### src/rtl/cu_sequencer.sv
// Hardwired T0..T5 control unit for the single-bus datapath: fetch, ALU execute, halt and fault handling.
// Optional single-step mode (PAUSE state and step input) is enabled by defining CU_SINGLE_STEP_EN.
module cu_sequencer #(
    parameter int unsigned MEM_TIMEOUT = 15,
    parameter int unsigned OPW         = 5
) (
    input  logic        clk,
    input  logic        clr,
    input  logic [31:0] ir,
    input  logic        mem_rdy,
`ifdef CU_SINGLE_STEP_EN
    input  logic        step,
`endif
    output logic        PCout,
    output logic        Zlowout,
    output logic        MDRout,
    output logic        MARin,
    output logic        PCin,
    output logic        MDRin,
    output logic        IRin,
    output logic        Yin,
    output logic        Zin,
    output logic        IncPC,
    output logic        Read,
    output logic [4:0]  alu_op,
    output logic        rout_en,
    output logic        rin_en,
    output logic [3:0]  rout_sel,
    output logic [3:0]  rin_sel,
    output logic        run,
    output logic        fault,
    output logic [2:0]  step_t
);

    localparam int unsigned CNT_W = 8;

    localparam logic [OPW-1:0] OP_ADD  = OPW'(5'b00011);
    localparam logic [OPW-1:0] OP_SUB  = OPW'(5'b00100);
    localparam logic [OPW-1:0] OP_AND  = OPW'(5'b00101);
    localparam logic [OPW-1:0] OP_OR   = OPW'(5'b00110);
    localparam logic [OPW-1:0] OP_NEG  = OPW'(5'b10001);
    localparam logic [OPW-1:0] OP_NOT  = OPW'(5'b10010);
    localparam logic [OPW-1:0] OP_NOP  = OPW'(5'b11010);
    localparam logic [OPW-1:0] OP_HALT = OPW'(5'b11011);

    typedef enum logic [3:0] {
        S_RST   = 4'd0,
        S_T0    = 4'd1,
        S_T1    = 4'd2,
        S_T2    = 4'd3,
        S_T3    = 4'd4,
        S_T4    = 4'd5,
        S_T5    = 4'd6,
        S_HALT  = 4'd7,
`ifdef CU_SINGLE_STEP_EN
        S_PAUSE = 4'd9,
`endif
        S_FAULT = 4'd8
    } state_t;

`ifdef CU_SINGLE_STEP_EN
    localparam state_t S_END = S_PAUSE;
`else
    localparam state_t S_END = S_T0;
`endif

    state_t             state, state_d;
    logic [CNT_W-1:0]   cnt, cnt_d, cnt_inc;
    logic [OPW-1:0]     opcode;
    logic [3:0]         ra, rb, rc;
    logic               is_bin, is_un, is_nop, is_halt;
    logic               unused_ir;

    assign opcode    = ir[31 -: OPW];
    assign ra        = ir[26:23];
    assign rb        = ir[22:19];
    assign rc        = ir[18:15];
    assign unused_ir = ^ir[14:0];
    assign cnt_inc   = cnt + CNT_W'(1);

    assign is_bin  = (opcode == OP_ADD) || (opcode == OP_SUB) ||
                     (opcode == OP_AND) || (opcode == OP_OR);
    assign is_un   = (opcode == OP_NEG) || (opcode == OP_NOT);
    assign is_nop  = (opcode == OP_NOP);
    assign is_halt = (opcode == OP_HALT);

    // State and T1 wait counter
    always_ff @(posedge clk or negedge clr) begin
        if (!clr) begin
            state <= S_RST;
            cnt   <= '0;
        end else begin
            state <= state_d;
            cnt   <= cnt_d;
        end
    end

    // Next-state; mem_rdy wins over the timeout when both land on the same edge
    always_comb begin
        state_d = state;
        cnt_d   = cnt;
        case (state)
            S_RST: state_d = S_END;
            S_T0:  state_d = S_T1;
            S_T1: begin
                if (mem_rdy) begin
                    state_d = S_T2;
                    cnt_d   = '0;
                end else begin
                    cnt_d = cnt_inc;
                    if (cnt_inc == CNT_W'(MEM_TIMEOUT)) state_d = S_FAULT;
                end
            end
            S_T2: state_d = S_T3;
            S_T3: begin
                if (is_bin || is_un) state_d = S_T4;
                else if (is_nop)     state_d = S_END;
                else if (is_halt)    state_d = S_HALT;
                else                 state_d = S_FAULT;
            end
            S_T4:    state_d = is_bin ? S_T5 : S_END;
            S_T5:    state_d = S_END;
            S_HALT:  state_d = S_HALT;
            S_FAULT: state_d = S_FAULT;
`ifdef CU_SINGLE_STEP_EN
            S_PAUSE: state_d = step ? S_T0 : S_PAUSE;
`endif
            default: state_d = S_FAULT;
        endcase
    end

    // Moore strobe decode; operand fields are read straight from ir from T3 on
    always_comb begin
        PCout    = 1'b0;
        Zlowout  = 1'b0;
        MDRout   = 1'b0;
        MARin    = 1'b0;
        PCin     = 1'b0;
        MDRin    = 1'b0;
        IRin     = 1'b0;
        Yin      = 1'b0;
        Zin      = 1'b0;
        IncPC    = 1'b0;
        Read     = 1'b0;
        alu_op   = '0;
        rout_en  = 1'b0;
        rin_en   = 1'b0;
        rout_sel = '0;
        rin_sel  = '0;
        run      = 1'b0;
        fault    = 1'b0;
        step_t   = 3'd7;
        case (state)
            S_T0: begin
                step_t = 3'd0;
                run    = 1'b1;
                PCout  = 1'b1;
                MARin  = 1'b1;
                IncPC  = 1'b1;
                Zin    = 1'b1;
            end
            S_T1: begin
                step_t = 3'd1;
                run    = 1'b1;
                Read   = 1'b1;
                MDRin  = 1'b1;
                if (cnt == '0) begin
                    Zlowout = 1'b1;
                    PCin    = 1'b1;
                end
            end
            S_T2: begin
                step_t = 3'd2;
                run    = 1'b1;
                MDRout = 1'b1;
                IRin   = 1'b1;
            end
            S_T3: begin
                step_t = 3'd3;
                run    = 1'b1;
                if (is_bin) begin
                    rout_en  = 1'b1;
                    rout_sel = rb;
                    Yin      = 1'b1;
                end else if (is_un) begin
                    rout_en  = 1'b1;
                    rout_sel = rb;
                    alu_op   = 5'(opcode);
                    Zin      = 1'b1;
                end
            end
            S_T4: begin
                step_t = 3'd4;
                run    = 1'b1;
                if (is_bin) begin
                    rout_en  = 1'b1;
                    rout_sel = rc;
                    alu_op   = 5'(opcode);
                    Zin      = 1'b1;
                end else begin
                    Zlowout = 1'b1;
                    rin_en  = 1'b1;
                    rin_sel = ra;
                end
            end
            S_T5: begin
                step_t  = 3'd5;
                run     = 1'b1;
                Zlowout = 1'b1;
                rin_en  = 1'b1;
                rin_sel = ra;
            end
            S_FAULT: fault = 1'b1;
`ifdef CU_SINGLE_STEP_EN
            S_PAUSE: step_t = 3'd6;
`endif
            default: ;
        endcase
    end

endmodule

### config.mk
export PLATFORM = sky130hd
export DESIGN_NAME = cu_sequencer
export DESIGN_NICKNAME = d
export VERILOG_FILES = /design/src/rtl/cu_sequencer.sv
export SDC_FILE = /design/constraint.sdc
export NUM_CORES = 1
export LEC_CHECK = 0
export ABC_AREA = 1
export CAP_MARGIN = 20
export CORE_AREA = 2 2 71 56
export CTS_CLUSTER_SIZE = 24
export DETAILED_ROUTE_END_ITERATION = 8
export DIE_AREA = 0 0 73 58
export GPL_TIMING_DRIVEN = 1
export PLACE_DENSITY = 0.71
export SYNTH_ARGS = -nofsm -noshare
export SYNTH_HDL_FRONTEND = slang
export SYNTH_SLANG_ARGS = --single-unit
export TNS_END_PERCENT = 10
### constraint.sdc
create_clock -name clk -period 4.11 [get_ports clk]
set_clock_uncertainty 0.1 [all_clocks]
set_input_delay 0.822 -clock clk [delete_from_list [all_inputs] [get_ports clk]]
set_output_delay 0.822 -clock clk [all_outputs]
set_load 0.05 [all_outputs]
==> summary.md <==
| Metric | Value |
|---|---|
| Outcome | `finished, final reports clean` |
| Fin Setup TNS | `0 ns` |
| Die area | `4230 um2` |
| # DRC | `0` |
| Type of destination of the critical path | `output port` |
| Critical Path Start Type | `input pin` |
| Final GP Congestion | `0.836` |
| Vias/cell | `4.72` |
| Most frequent CP cell | `nand2_1` |
| DR vias | `1279` |
| Post-Synthesis Mean Instance Area | `6.46 um2` |
| Postcts setup bufs | `0` |
| Most common cell after layout, fill and taps aside | `nand2_1` |
| Hold Path Depth | `1` |
| Drt first pass iters | `5` |
| PortBufs | `49` |
| Critical-path top delay cell | `clkdlybuf4s50_1` |
| Cts repair resizes | `0` |
| Worst path bufs/invs | `2` |
| Final setup viols | `0` |
| Most frequent cells in the layout | `nand2_1 (43), clkdlybuf4s50_1 (41), inv_1 (25)` |
| Core Rows | `19` |
| Worst Hold Class | `reg -> reg` |
| Vias in the first global route | `1059` |
| TritonCTS Buffers | `3` |
| Synth area leaders | `dfrtp_1 (26%), nand2_1 (14%), inv_1 (8.0%)` |
| Layout Nets | `269` |
| Drt initial violations | `89` |
| Post-Layout Inst Area | `1700 um2` |
| Routed WL | `3.12 mm` |
| R2R Setup Slk | `2.48 ns` |
| Post-synth EDFFs | `0` |
| Max incr delay on CP | `0.79 ns` |
| Clock latency of the later-clocked register in the worst-skew pair | `0.24 ns` |
| WL/cell | `11.5 um` |
| H-tree levels | `1` |
| R2r startpoint | `cnt[0]` |
| Worst Setup SP | `ir[28]` |
| YS warnings | `0` |
| Netlist cell types | `31` |
| Delay-heaviest family, CP | `buffers and inverters` |
| Pwr Total | `0.919 mW` |
| Initial Util | `33.2%` |
| Final slew viol count | `0` |
| Hold Path Origin | `state[3]` |
| Clock sink count | `12` |
| Diodes inserted | `0` |
| Syn nets | `220` |
| Fillers | `346` |
| Detailed Place HPWL | `2.55 mm` |
| Maximum VDD drop | `0.333 mV` |
| Total GRT Usage | `15.2%` |
| Ys async rst share | `100%` |
| Max Clk Rate | `264 MHz` |
| Worst EP required | `3.19 ns` |
| CTS clk-pin slew, worst paths | `0.05 ns` |
| Crit-path cells | `clkdlybuf4s50_1 -> nand2_1 -> nand2_1 -> nand3_4 -> nor2_4 -> nor2_2 -> nand2_1 -> clkdlybuf4s50_1` |
| Synth Register Bits | `12` |
| RSZ-0062 raised after global routing | `false` |
| Comb pwr share | `63.9%` |
| Switch share | `54.5%` |
| I/O Pins | `66` |
| Post-synth top area share | `25.5%` |
| Critical path arrival | `2.86 ns` |
| CTS root buf | `clkbuf_8` |
| CP Max Fanout | `7` |
| Detail Route Antenna Nets | `0` |
| Clock buffer depth | `2` |
| Post-Syn Instances | `182` |
| Clock tree from TritonCTS | `built` |
| Clk network pwr share | `11.5%` |
| Core area | `3540 um2` |
| Die height | `58 um` |
| Hold Path Sink | `state[2]` |
| Power Dens Cells | `541 nW/um2` |
| Largest net degree at the start of global routing | `13` |
| R2R cell count | `10` |
| Int Power | `0.418 mW` |
| Seq/Total Area, Yosys | `25.5%` |
| Net Switching | `0.501 mW` |
| WHS | `0.452 ns` |
| Placed instance area | `1660 um2` |
| Die X | `73 um` |
| Max-slew headroom | `59.9%` |
| Fin crit share | `92.0%` |
| Final Hold Fails | `0` |
| Sequential power share | `24.6%` |
| GRT Residual Overflow | `0` |
| Minimum clock period after layout | `3.78 ns` |
| Finished Core Util | `48.0%` |
| First-pass GRT wire length | `5.00 mm` |
| Cell area after synthesis | `1180 um2` |
| Crit path kind | `in -> out` |
| Crit Reg-Reg Endpoint | `state[1]` |
| Synth area leader | `dfrtp_1` |
| Post-synth top flop | `dfrtp_1` |
| Area Growth Syn to Fin | `44.5%` |
| Initial antenna violation count | `0` |
| Post-CTS Hold Buffers | `0` |
| Max Cap Violations | `0` |
| LEAKAGE | `0.823 nW` |
| Worst Tran Pin Value | `0.599 ns` |
| Layout cell share with drive strength beyond 1 | `17.9%` |
==> cell families after synthesis <==
group | synth area share, %
flip-flops | 25.5
other | 0.319
XOR/XNOR | 0.745
adder cells (fa/ha/maj) | 3.19
AND/OR/NAND/NOR | 45.1
buffers and inverters | 15.2
AO/OA/AOI/OAI | 9.89
==> cell usage after synthesis (all sizes together), types with 3 or more instances <==
| master | instances |
|---|---|
| ha | 3 |
| a21oi | 3 |
| nor2 | 30 |
| buf | 6 |
| o22ai | 4 |
| dfrtp | 12 |
| nand4 | 6 |
| inv | 34 |
| nor3 | 4 |
| nand2 | 49 |
| nand3 | 14 |
| o21ai | 11 |
==> cell type report <==
type                    count  area, um2  share of cell area [%]
well taps                  42       52.6                    3.09
flip-flops and latches     12        300                    17.7
repair buffers             50        478                    28.1
clock buffers               3       41.3                    2.43
multi-input cells         130        697                    41.0
inverters                  34        130                    7.66
==> sequential cells by signal, indices dropped and copies added, names as in the netlist <==
register	count
cnt	8
state	4
==> power by group through the flow <==
| stage | clock, mW | sequential, mW | combinational [mW] |
|---|---|---|---|
| floorplan | 0 | 0.212 | 0.432 |
| global placement | 0 | 0.226 | 0.584 |
| detailed placement | 0 | 0.227 | 0.586 |
| CTS | 0.112 | 0.224 | 0.589 |
| global route | 0.119 | 0.235 | 0.636 |
| finish | 0.106 | 0.226 | 0.587 |
==> routing by layer <==
| layer | track usage (%) | wire (um) | vias to the layer above |
|---|---|---|---|
| li1 | - | - | 668 |
| met4 | 4.50 | 27 | 0 |
| met5 | 0 | 0 | - |
| met3 | 3.48 | 194 | 2 |
| met1 | 22.7 | 1520 | 564 |
| met2 | 21.9 | 1370 | 45 |
==> how the worst max path moves through the flow <==
stage / to / slack, ns / depth (start not counted)
after floorplan: alu_op[0] / 0.55 / 7
after global placement: Zin / 0.36 / 8
after detailed placement: Zin / 0.31 / 8
after CTS: Zin / 0.31 / 8
after global routing: Zin / 0.23 / 8
final: Zin / 0.33 / 8
==> metrics by stage <==
stage	setup slack (ns)	instances
finish	0.328	271
global route	0.232	271
CTS	0.312	271
detailed placement	0.312	268
global placement	0.360	268
floorplan	0.546	182
(Power assumes the default switching activity.)
